[src/rtl/mem_fill_pkg.sv]
// Shared types and defaults for the memory fill engine.
//   fill_state_t : engine state encoding (IDLE, LOAD, WRITE, DONE)
//   ADDR_W_DEF   : default address width
//   DATA_W_DEF   : default data word width
package mem_fill_pkg;

  localparam int unsigned ADDR_W_DEF = 8;
  localparam int unsigned DATA_W_DEF = 16;

  typedef enum logic [1:0] {
    IDLE  = 2'd0,
    LOAD  = 2'd1,
    WRITE = 2'd2,
    DONE  = 2'd3
  } fill_state_t;

endpackage

[src/rtl/mem_fill_fsm.sv]
// Control FSM for mem_fill_engine: state register, next-state logic and
// control decode.
// Ports:
//   clock, reset  : rising-edge clock, synchronous active-high reset
//   start         : fill request (honoured in IDLE only)
//   abort         : stop request
//   mem_ready     : RAM accepts the current write
//   last_word     : remaining counter is zero (current word is the last)
//   busy          : high in LOAD and WRITE
//   done          : high in DONE
//   mem_we        : high in WRITE
//   load_en       : capture the fill parameters (IDLE with start)
//   step_en       : a write handshake completed; advance address/data
//   abort_set     : the fill ends cut short; set the aborted flag
module mem_fill_fsm
  import mem_fill_pkg::*;
(
  input  logic clock,
  input  logic reset,
  input  logic start,
  input  logic abort,
  input  logic mem_ready,
  input  logic last_word,
  output logic busy,
  output logic done,
  output logic mem_we,
  output logic load_en,
  output logic step_en,
  output logic abort_set
);

  fill_state_t state_q;
  fill_state_t state_d;

  always_ff @(posedge clock) begin
    if (reset) state_q <= IDLE;
    else       state_q <= state_d;
  end

  always_comb begin
    state_d = state_q;
    unique case (state_q)
      IDLE:  if (start) state_d = LOAD;
      LOAD:  state_d = abort ? DONE : WRITE;
      WRITE: if ((mem_ready && last_word) || abort) state_d = DONE;
      DONE:  state_d = IDLE;
      default: state_d = IDLE;
    endcase
  end

  always_comb begin
    busy      = (state_q == LOAD) || (state_q == WRITE);
    done      = (state_q == DONE);
    mem_we    = (state_q == WRITE);
    load_en   = (state_q == IDLE) && start;
    step_en   = (state_q == WRITE) && mem_ready;
    // Completing the final word wins over a simultaneous abort.
    abort_set = ((state_q == LOAD) && abort) ||
                ((state_q == WRITE) && abort && !(mem_ready && last_word));
  end

endmodule

[src/rtl/mem_fill_engine.sv]
// Memory fill engine: writes a constant (or, optionally, incrementing)
// pattern to a contiguous, wrapping address range of a single-port RAM,
// one word per mem_we/mem_ready handshake, then pulses done with status.
// Optional feature macro: MEM_FILL_INC_PATTERN_EN enables mode=1
// (incrementing data); without it mode is ignored and no incrementer is built.
// Ports:
//   clock, reset          : rising-edge clock, synchronous active-high reset
//   start                 : fill request, sampled in IDLE only
//   base_addr, length     : first address; word count minus one
//   fill_data, mode       : pattern / first value; 1 = incrementing
//   abort                 : cut the fill short at the next handshake boundary
//   mem_ready             : RAM accepts the write this cycle
//   mem_we, mem_addr,
//   mem_wdata             : RAM write port (address/data zero when idle)
//   busy                  : high in LOAD and WRITE
//   done, aborted         : one-cycle completion pulse and its status
module mem_fill_engine
  import mem_fill_pkg::*;
#(
  parameter int unsigned ADDR_W = ADDR_W_DEF,
  parameter int unsigned DATA_W = DATA_W_DEF
) (
  input  logic              clock,
  input  logic              reset,
  input  logic              start,
  input  logic [ADDR_W-1:0] base_addr,
  input  logic [ADDR_W-1:0] length,
  input  logic [DATA_W-1:0] fill_data,
  input  logic              mode,
  input  logic              abort,
  input  logic              mem_ready,
  output logic              mem_we,
  output logic [ADDR_W-1:0] mem_addr,
  output logic [DATA_W-1:0] mem_wdata,
  output logic              busy,
  output logic              done,
  output logic              aborted
);

  logic [ADDR_W-1:0] addr_q;
  logic [ADDR_W-1:0] remaining_q;
  logic [DATA_W-1:0] data_q;
  logic              aborted_q;
  logic              last_word;
  logic              load_en;
  logic              step_en;
  logic              abort_set;
  logic              fsm_done;

  assign last_word = (remaining_q == '0);

  mem_fill_fsm u_fsm (
    .clock     (clock),
    .reset     (reset),
    .start     (start),
    .abort     (abort),
    .mem_ready (mem_ready),
    .last_word (last_word),
    .busy      (busy),
    .done      (fsm_done),
    .mem_we    (mem_we),
    .load_en   (load_en),
    .step_en   (step_en),
    .abort_set (abort_set)
  );

  // Parameters are captured on the IDLE->LOAD transition, so the LOAD
  // cycle already presents base/length/pattern in the working registers.
  always_ff @(posedge clock) begin
    if (reset) begin
      addr_q      <= '0;
      remaining_q <= '0;
    end else if (load_en) begin
      addr_q      <= base_addr;
      remaining_q <= length;
    end else if (step_en) begin
      addr_q      <= addr_q + ADDR_W'(1);
      remaining_q <= remaining_q - ADDR_W'(1);
    end
  end

`ifdef MEM_FILL_INC_PATTERN_EN
  logic mode_q;

  always_ff @(posedge clock) begin
    if (reset) begin
      data_q <= '0;
      mode_q <= 1'b0;
    end else if (load_en) begin
      data_q <= fill_data;
      mode_q <= mode;
    end else if (step_en && mode_q) begin
      data_q <= data_q + DATA_W'(1);
    end
  end
`else
  logic unused_mode;
  assign unused_mode = mode;

  always_ff @(posedge clock) begin
    if (reset)        data_q <= '0;
    else if (load_en) data_q <= fill_data;
  end
`endif

  always_ff @(posedge clock) begin
    if (reset)          aborted_q <= 1'b0;
    else if (load_en)   aborted_q <= 1'b0;
    else if (abort_set) aborted_q <= 1'b1;
  end

  assign done      = fsm_done;
  assign aborted   = fsm_done && aborted_q;
  assign mem_addr  = mem_we ? addr_q : '0;
  assign mem_wdata = mem_we ? data_q : '0;

endmodule

[config.mk]
export PLATFORM = sky130hd
export DESIGN_NAME = mem_fill_engine
export DESIGN_NICKNAME = d
export VERILOG_FILES = /design/src/rtl/mem_fill_pkg.sv /design/src/rtl/mem_fill_fsm.sv /design/src/rtl/mem_fill_engine.sv
export SDC_FILE = /design/constraint.sdc
export NUM_CORES = 1
export LEC_CHECK = 0
export ABC_AREA = 0
export CAP_MARGIN = 20
export CORE_MARGIN = 1
export CORE_UTILIZATION = 44
export CTS_CLUSTER_SIZE = 8
export DETAILED_ROUTE_END_ITERATION = 6
export PLACE_DENSITY_LB_ADDON = 0.1
export RECOVER_POWER = 25
export SETUP_SLACK_MARGIN = 0.02
export SLEW_MARGIN = 20
export SYNTH_ARGS = -nofsm -noshare
export SYNTH_HDL_FRONTEND = slang
export SYNTH_SLANG_ARGS = --single-unit
[constraint.sdc]
create_clock -name clock -period 2.1 [get_ports clock]
set_clock_uncertainty 0.05 [all_clocks]
set_input_delay 0.315 -clock clock [delete_from_list [all_inputs] [get_ports clock]]
set_output_delay 0.315 -clock clock [all_outputs]
set_load 0.01 [all_outputs]
==> impl_metrics.csv <==
group,metric,value,unit
clocking,cts_sinks,35,
yosys,synth.cell_area,1788,µm²
clocking,htreeDepth,2,
global_routing,grt_pass1_vias,1521,
timing,slew_viol_final,0,
pwr,pwr_density_cell,901.5,nW/µm²
setup_path,crit_slowest_cell,"dfxtp_1",
clocking,holdBufCountCts,0,
yosys,synth_area_leaders,"dfxtp_1 39%, and2_1 9.1%, nand2_1 8.8%",
yosys,synth_top_area_share,39.19,%
yosys,avgSynthCellArea,7.982,µm²
global_routing,antenna_found_initial,0,
global_routing,grt_max_degree,35,
status,status,"complete, no violations",
floorplanning,coreArea,3771,µm²
setup_path,crit_required,1740,ps
placed_design,place_hpwl,2852,µm
placed_design,gp_congestion,0.7719,
clocking,clk_pin_slew,70,ps
pwr,max-vdd-ir-drop,451.1,µV
clocking,cts_root_buf,"clkbuf_8",
global_routing,grt_usage,19.86,%
setup_path,critPathArrivalTime,1590,ps
timing,finalCriticalPeriod,1953,ps
pwr,combPwrFrac,37.6,%
clocking,post_cts_resized,26,
setup_path,ff2ff_setup_slack,180,ps
yosys,synth_nets,270,
pwr,switching_share,35.27,%
finish,fill_cells,328,
finish,ff_latch_area,700.7,µm²
drt,ant_nets,0,
setup_path,cp_num_cells,5,
placed_design,place_area,2521,µm²
setup_path,crit_type,"reg2out",
yosys,yosysTopAreaCell,"dfxtp_1",
timing,finalCritPeriodShare,92.99,%
yosys,synth_ff_type,"dfxtp_1",
drt,wl_per_cell,11.95,µm
clocking,clock_latency,280,ps
finish,diodes,0,
floorplanning,io-pin-count,66,
setup_path,start_kind,"flip-flop",
setup_path,rr_worst_depth,4,
pwr,power,2.321,mW
yosys,post-synth-top-count-cell,"nand2_1",
drt,num_vias,1693,
setup_path,r2r_start,"remaining_q[2]",
clocking,cts_tree,"yes",
timing,max_clock_freq,0.5121,GHz
timing,rsz0062_at_grt,"false",
finish,syn_to_final_growth,44.02,%
pwr,clkPwrFrac,19.9,%
floorplanning,initial_core_util,47.41,%
yosys,synth-edff-count,0,
yosys,seq_area_frac_synth,39.19,%
drt,drt_iter0_markers,88,
pwr,p_int,1.503,mW
timing,setup_violations,0,
global_routing,grt_pass1_wl,6561,µm
finish,nets,335,
setup_path,cpPeakStageDelay,410,ps
floorplanning,die_h,65.75,µm
yosys,yosys.cell_types.count,29,
clocking,cts_buffers,5,
setup_path,crit_fanout,34,
finish,utilization,68.28,%
yosys,synthCells,224,
pwr,p_leak,1.093,nW
global_routing,grt.overflow.total,0,
min_path,hp-class,"reg2reg",
job,maxCapViolCount,0,
setup_path,cp_cell_sequence,"inv_2 -> ha_2 -> buf_12 -> and2_1 -> dlygate4sd2_1",
min_path,min_path_cells,2,
finish,final_cell_area,2575,µm²
finish,multi_input_area,1022,µm²
timing,fin_tns_setup,0,ps
yosys,yosysWarnings,0,
timing,fin_hold_ws,399.1,ps
setup_path,critPathBufInv,3,
setup_path,worstSetupEndpoint,"mem_wdata[13]",
clocking,clock_path_buffers,2,
timing,max_slew_margin,69.56,%
floorplanning,die-area,4322,µm²
setup_path,end_kind,"primary output",
clocking,cts_setup_buffers,0,
floorplanning,die_x,65.75,µm
yosys,ys_ff_latch,35,
yosys,async_reset_ff_share,0,%
setup_path,crit_path_start,"u_fsm.state_q[0]",
timing,worstMarginPinSlew,455.2,ps
floorplanning,row_count,22,
drt,first_pass_iters,4,
setup_path,worst_r2r_endpoint,"u_fsm.state_q[1]",
pwr,seqPwrFrac,42.5,%
drt,drc,0,
finish,drive_gt1_share,6.897,%
setup_path,crit_family,"buffers and inverters",
drt,drt_wl_total,4039,µm
pwr,p_switching,818.8,µW
yosys,synthTopCellsByCount,"42 x nand2_1, 35 x dfxtp_1, 26 x and2_1, 20 x a21oi_1, 20 x nor2_1",
timing,hold_violations,0,
drt,via_per_inst,5.009,
placed_design,port_buffers,64,
cell usage in the layout (no fill, tap or decap), drive strengths merged, types with 2 or more instances in the layout:
cell type	Yosys	final
nand2	42	42
clkdlybuf4s50	0	39
dfxtp	35	35
and2	26	26
dlygate4sd2	0	24
a21oi	21	21
nor2	20	20
a211oi	13	13
ha	8	8
clkbuf	13	8
buf	1	7
xor2	6	6
xnor2	5	5
a311oi	5	5
o21ai	4	4
inv	4	4
nand3	3	3
or3	3	3
nor3	2	2
nand2b	2	2
or4	2	2
nor2b	2	2
power groups by stage:
| stage | logic, mW | clock network (mW) | registers, mW |
|---|---|---|---|
| after CTS | 0.893 | 0.474 | 0.985 |
| after floorplan | 0.599 | 0 | 0.962 |
| final | 0.873 | 0.462 | 0.987 |
| after global placement | 0.886 | 0 | 0.987 |
| after detailed placement | 0.905 | 0 | 0.996 |
| after global routing | 0.975 | 0.509 | 1.01 |
flip-flops by register name, indices dropped and copies added (netlist names):
signal,count
remaining_q,8
addr_q,8
data_q,16
u_fsm.state_q,2
aborted_q,1
through the flow:
stage                     instances  setup WS (ps)
after floorplan                 224          305.3
after global placement          330          139.2
after detailed placement        330          82.23
after CTS                       338          66.93
after global routing            338          68.32
final                           338          147.2
worst reg2reg max path, cell delays in order, from the launching register on:
cell	delay [ps]
dfxtp_1	360
or4_4	560
or4_4	530
a21oi_4	160
mux2i_1	200
layout make-up:
class	count	share of cell area [%]
clock buffer	7	2.964
clock inverter	1	0.1944
inverter	4	0.5831
multi-input combinational	171	39.70
sequential	35	27.21
tap	48	2.332
timing repair buffer	72	27.02
how the worst min path moves through the flow:
stage	startpoint	endpoint	slack (ps)
floorplan	aborted_q	aborted_q	370
global placement	data_q[0]	data_q[0]	390
detailed placement	data_q[14]	data_q[14]	390
CTS	data_q[14]	data_q[14]	400
global route	data_q[3]	data_q[3]	410
finish	data_q[7]	data_q[7]	400
routing by layer:
layer	vias to the layer above	GRT usage [%]	share of wire [%]
met2	46	33.16	48
met5	-	0	0
met4	0	6.793	1.4
met1	756	23.54	46
li1	884	-	-
met3	7	6.597	5.1
cell families (layout without fill, tap and decap cells):
kind of cell,after synthesis,after routing,synth area share (%)
adders and majority gates,8,8,5.599
DFF,35,35,39.19
xor gates and xnor gates,11,11,5.388
AOI/OAI and AO/OA,44,44,16.03
muxes,1,1,0.5599
and+or+nand+nor,107,107,29.46
buffers and inverters,18,84,3.779
(Power assumes the default switching activity.)
